File: src/rtl/qpu_lsu_agu.sv
// qpu_lsu_agu: load/store AGU with LSU command build and response tracking; QPU_AGU_MISALGN_CHK_EN enables the misalignment exception path
module qpu_lsu_agu #(
  parameter int XLEN = 32,
  parameter int ADDR_SIZE = 32,
  parameter int OUTS_DEPTH = 2
) (
  input  logic                 clk,
  input  logic                 rst,
  input  logic                 agu_i_valid,
  output logic                 agu_i_ready,
  input  logic                 agu_i_load,
  input  logic [1:0]           agu_i_size,
  input  logic                 agu_i_usign,
  input  logic [XLEN-1:0]      agu_i_rs1,
  input  logic [XLEN-1:0]      agu_i_rs2,
  input  logic [11:0]          agu_i_imm,
  input  logic [4:0]           agu_i_rd_idx,
  output logic                 lsu_icb_cmd_valid,
  input  logic                 lsu_icb_cmd_ready,
  output logic [ADDR_SIZE-1:0] lsu_icb_cmd_addr,
  output logic                 lsu_icb_cmd_read,
  output logic [XLEN-1:0]      lsu_icb_cmd_wdata,
  output logic [XLEN/8-1:0]    lsu_icb_cmd_wmask,
  input  logic                 lsu_o_valid,
  output logic                 lsu_o_ready,
  input  logic [XLEN-1:0]      lsu_o_wbck_rdata,
  output logic                 wbck_o_valid,
  input  logic                 wbck_o_ready,
  output logic [XLEN-1:0]      wbck_o_wdat,
  output logic [4:0]           wbck_o_rdidx,
  output logic                 excp_o_valid,
  input  logic                 excp_o_ready,
  output logic [ADDR_SIZE-1:0] excp_o_badaddr,
  output logic                 excp_o_ld,
  output logic                 agu_o_orphan,
  output logic                 agu_active
);
  localparam int AW = (OUTS_DEPTH > 1) ? $clog2(OUTS_DEPTH) : 1;
  logic [ADDR_SIZE-1:0] ea_raw, ea;
  logic [1:0] off;
  logic is_byte, is_half, is_word, mis, full, empty, push, pop;
  logic [AW:0] wp, rp, cnt;
  logic [10:0] mem [2**AW];
  logic [10:0] head;
  logic [XLEN-1:0] sh;
  assign is_byte = agu_i_size == 2'b00;
  assign is_half = agu_i_size == 2'b01;
  assign is_word = agu_i_size[1];
  assign ea_raw = agu_i_rs1[ADDR_SIZE-1:0] + {{(ADDR_SIZE-12){agu_i_imm[11]}}, agu_i_imm};
`ifdef QPU_AGU_MISALGN_CHK_EN
  assign ea = ea_raw;
  assign mis = is_half ? ea_raw[0] : is_word & (ea_raw[1:0] != 2'b00);
  always_ff @(posedge clk) begin
    if (rst) begin
      excp_o_valid <= 1'b0;
      excp_o_badaddr <= '0;
      excp_o_ld <= 1'b0;
    end else if (excp_o_valid) begin
      excp_o_valid <= !excp_o_ready;
    end else if (agu_i_valid & mis) begin
      excp_o_valid <= 1'b1;
      excp_o_badaddr <= ea;
      excp_o_ld <= agu_i_load;
    end
  end
`else
  // Misaligned ops are silently rounded down to natural alignment
  assign ea = is_word ? {ea_raw[ADDR_SIZE-1:2], 2'b00} : is_half ? {ea_raw[ADDR_SIZE-1:1], 1'b0} : ea_raw;
  assign mis = 1'b0;
  assign excp_o_valid = 1'b0 & excp_o_ready;
  assign excp_o_badaddr = '0;
  assign excp_o_ld = 1'b0;
`endif
  assign off = ea[1:0];
  assign full = cnt == (AW+1)'(OUTS_DEPTH);
  assign empty = cnt == '0;
  assign lsu_icb_cmd_valid = agu_i_valid & !full & !excp_o_valid & !mis;
  assign agu_i_ready = mis ? agu_i_valid & !excp_o_valid : lsu_icb_cmd_valid & lsu_icb_cmd_ready;
  assign lsu_icb_cmd_addr = ea;
  assign lsu_icb_cmd_read = agu_i_load;
  assign lsu_icb_cmd_wdata = is_byte ? {4{agu_i_rs2[7:0]}} : is_half ? {2{agu_i_rs2[15:0]}} : agu_i_rs2;
  assign lsu_icb_cmd_wmask = is_byte ? 4'b0001 << off : is_half ? (off[1] ? 4'b1100 : 4'b0011) : 4'b1111;
  assign push = lsu_icb_cmd_valid & lsu_icb_cmd_ready;
  // head layout: {load, size[1:0], usign, off[1:0], rd[4:0]}
  assign head = mem[rp[AW-1:0]];
  assign lsu_o_ready = empty | !head[10] | wbck_o_ready;
  assign wbck_o_valid = !empty & head[10] & lsu_o_valid;
  assign pop = !empty & lsu_o_valid & lsu_o_ready;
  assign sh = lsu_o_wbck_rdata >> {head[6:5], 3'b000};
  assign wbck_o_wdat = head[9] ? sh
                     : head[8] ? {{16{~head[7] & sh[15]}}, sh[15:0]}
                     : {{24{~head[7] & sh[7]}}, sh[7:0]};
  assign wbck_o_rdidx = head[4:0];
  assign agu_active = !empty | excp_o_valid | agu_i_valid;
  always_ff @(posedge clk) begin
    if (push) mem[wp[AW-1:0]] <= {agu_i_load, agu_i_size, agu_i_usign, off, agu_i_rd_idx};
  end
  always_ff @(posedge clk) begin
    if (rst) begin
      wp <= '0;
      rp <= '0;
      cnt <= '0;
      agu_o_orphan <= 1'b0;
    end else begin
      if (push) wp <= wp + 1'b1;
      if (pop) rp <= rp + 1'b1;
      cnt <= cnt + {{AW{1'b0}}, push} - {{AW{1'b0}}, pop};
      agu_o_orphan <= lsu_o_valid & empty;
    end
  end
endmodule

File: config.mk
export PLATFORM = sky130hd
export DESIGN_NAME = qpu_lsu_agu
export DESIGN_NICKNAME = d
export VERILOG_FILES = /design/src/rtl/qpu_lsu_agu.sv
export SDC_FILE = /design/constraint.sdc
export NUM_CORES = 1
export LEC_CHECK = 0
export CAP_MARGIN = 40
export CORE_ASPECT_RATIO = 1.4
export CORE_MARGIN = 2
export CORE_UTILIZATION = 35
export CTS_CLUSTER_SIZE = 28
export DETAILED_ROUTE_END_ITERATION = 16
export MAX_ROUTING_LAYER = met4
export PLACE_DENSITY = 0.84
export SLEW_MARGIN = 20
export SYNTH_ARGS = -nofsm -noshare
export SYNTH_HDL_FRONTEND = slang
export SYNTH_SLANG_ARGS = --single-unit
File: constraint.sdc
create_clock -name clk -period 2.1 [get_ports clk]
set_input_delay 0.21 -clock clk [delete_from_list [all_inputs] [get_ports clk]]
set_output_delay 0.21 -clock clk [all_outputs]
set_load 0.005 [all_outputs]
==> run summary <==
Status - finished with violations
Failing checks - setup timing
CP dominant cell by count - buf_6
Clk_skew - 8.42 ps
DRT iter0 DRCs - 322
Synth cell types - 60
Clock Sinks - 28
GRT Total Usage - 29.7%
Setup TNS - -21010 ps
Slew headroom - 62.1%
Worst-path maximum fanout - 4
Via density - 5.51
Startpoint Class - register
Post-synth top area cell - edfxtp_1
Critical path, cell by cell - mux2i_4 > buf_6 > mux2i_4 > mux2i_1 > and2_1 > o21ai_4 > buf_6 > buf_6 > buf_6 > o21ai_2 > buf_2
Die ar. - 13500 µm²
Final period util - 128%
H-Tree Depth - 1
Worst-Margin Slew - 555 ps
Root Driver - clkbuf_16
Post-synth top area share - 15.0%
CP Data Required Time - 1890 ps
DR pass1 iterations - 4
Synth Register Bits - 28
Antenna fix cells - 0
Final setup violation count - 55
Vias in the first global route - 6116
Period minus WS final - 2690 ps
F_max - 371 MHz
Placer's final routability congestion estimate - 0.945
Layout cell share with drive strength beyond 1 - 47.2%
Cell Pwr Density - 577 nW/µm²
Power Total - 5.40 mW
Initial Util - 35.7%
Hold Fails Final Rpt - 0
Final WS setup - -593 ps
Post-DR wirelength/cell - 21.5 µm
Initial antenna violation count - 0
Die Span Y - 137 µm
DRC violations left - 0
Cell Area, Synth - 4400 µm²
Hold WC Path Type - register to register
Fillers - 757
Final net count - 1116
CTS max path bufs - 2
Number of placed I/O pins - 270
Post-Synthesis Cells - 545
Max capacitance violation total - 0
Post-synth EDFFs - 22
Crit. End Element - output pin
DR vias - 6096
Leak - 4.16 nW
Dpl hpwl - 13.9 mm
Worst-Skew Late Latency - 260 ps
Ys flop type - edfxtp_1
IO Port Bufs - 234
Slowest CP cell - dfxtp_4
Top cells by area, synth - edfxtp_1, mux2i_1, ha_1, buf_4, mux2_2
Area grow syn2layout - 113%
Worst-case hold slack - 479 ps
Max stage delay on crit path - 380 ps
Hold_sp - cnt[0]
FP Rows - 48
Avg Cell Area, Syn - 8.07 µm²
CTS Buf Count - 3
Core area - 12300 µm²
Post-synthesis async set-or-reset flop share - 0%
Routed wire length - 23.8 mm
Yosys warns - 0
Worst-path clk slew - 70 ps
Slew Viols, Final - 0
Largest net degree at the start of global routing - 29
Peak VDD IR - 474 µV
First-pass GRT wire length - 31.3 mm
Hold_buf cts - 0
Die X - 98.8 µm
Critical Setup Path Class - register to output pin
RSZ-0062 raised after global routing - yes
Worst Path Arrival - 2480 ps
CTS tree - built
Post-route ant nets - 0
Sequential fraction of the synthesis area - 17.7%
GR Overflow Total - 0
[cells by family after synthesis]
family,synth area share [%]
AND/OR/NAND/NOR,16.3
AO/OA/AOI/OAI,20.6
multiplexers,16.7
XOR/XNOR,5.97
adder cells (fa/ha/maj),9.84
flip-flops,17.7
buffers and inverters,12.8
other,0.0852
[repair_timing]
item | 4_1_cts | 5_1_grt
pin swaps | 91 | 52
endpoints found under the setup margin | 69 | 69
setup buffers | 64 | 24
endpoints found under the hold margin | 0 | 0
resized for setup | 468 | 105
gates cloned | 1 | 0
[registers in the layout (all words and copies together) (netlist names), named ones only]
| register | count |
|---|---|
| wp | 1 |
| agu_o_orphan | 1 |
| mem | 22 |
| cnt | 2 |
| rp | 1 |
[per-layer routing]
metal  part of all wire [%]  GRT usage, %  up-vias
met5                      0             -        -
met4                    4.8          15.3        0
met3                    7.7          5.46      107
met2                     53          55.1      389
met1                     35          29.3     2870
li1                       -             -     2730
[worst paths after layout]
kind	endpoint	slack, ps	cells after the start
min reg2reg	agu_o_orphan	480	1
max	wbck_o_wdat[22]	-590	11
min	agu_o_orphan	480	1
max reg2reg	cnt[1]	-260	11
[stage by stage]
step	instance area [µm²]	util (%)	setup WS, ps	std cells
6_report	9360	76.0	-593	1107
5_1_grt	9360	76.0	-675	1107
2_1_floorplan	4620	-	-104	578
4_1_cts	8800	71.5	-531	1093
3_5_place_dp	7660	62.3	-1400	1027
3_3_place_gp	7660	62.3	-1350	1027
[cells in the final DEF (no fill, tap or decap), types with 24 or more instances in the layout]
master / n
buf_2: 50
buf_4: 150
buf_6: 65
clkdlybuf4s50_1: 129
conb_1: 34
ha_4: 27
mux2_2: 24
mux2i_1: 38
nand2_1: 44
nor2_1: 29
[cells in the mapped netlist (11+ instances only)]
library cell and instances:
buf_2 12, nand2_1 53, buf_4 46, mux2i_1 44, a21oi_1 39, xnor2_1 21, ha_1 33, nor2_1 37
inv_1 17, nand2b_1 11, a21o_1 16, mux2_2 24, edfxtp_1 22, a31oi_1 13, o21ai_0 33
[layout make-up]
class | count | area [µm²] | area share [%]
Multi-Input combinational cell | 462 | 4240 | 45.3
Clock inverter | 1 | 30.0 | 0.321
Tap cell | 150 | 188 | 2.01
Inverter | 17 | 63.8 | 0.682
Timing Repair Buffer | 446 | 3970 | 42.5
Clock buffer | 3 | 75.1 | 0.802
Sequential cell | 28 | 785 | 8.38
[worst max-delay path: cells and delay by family, from the launching register on]
family / cells / cell delay (ps)
buf+inv: 5 / 670
simple gates: 1 / 210
flops: 1 / 380
mux: 3 / 720
compound gates: 2 / 240
[power by group]
group / internal [mW] / switching (mW)
sequential: 0.668 / 0.0466
combinational: 2.24 / 1.89
clock: 0.379 / 0.177
Power figures use the tool's default switching activity.
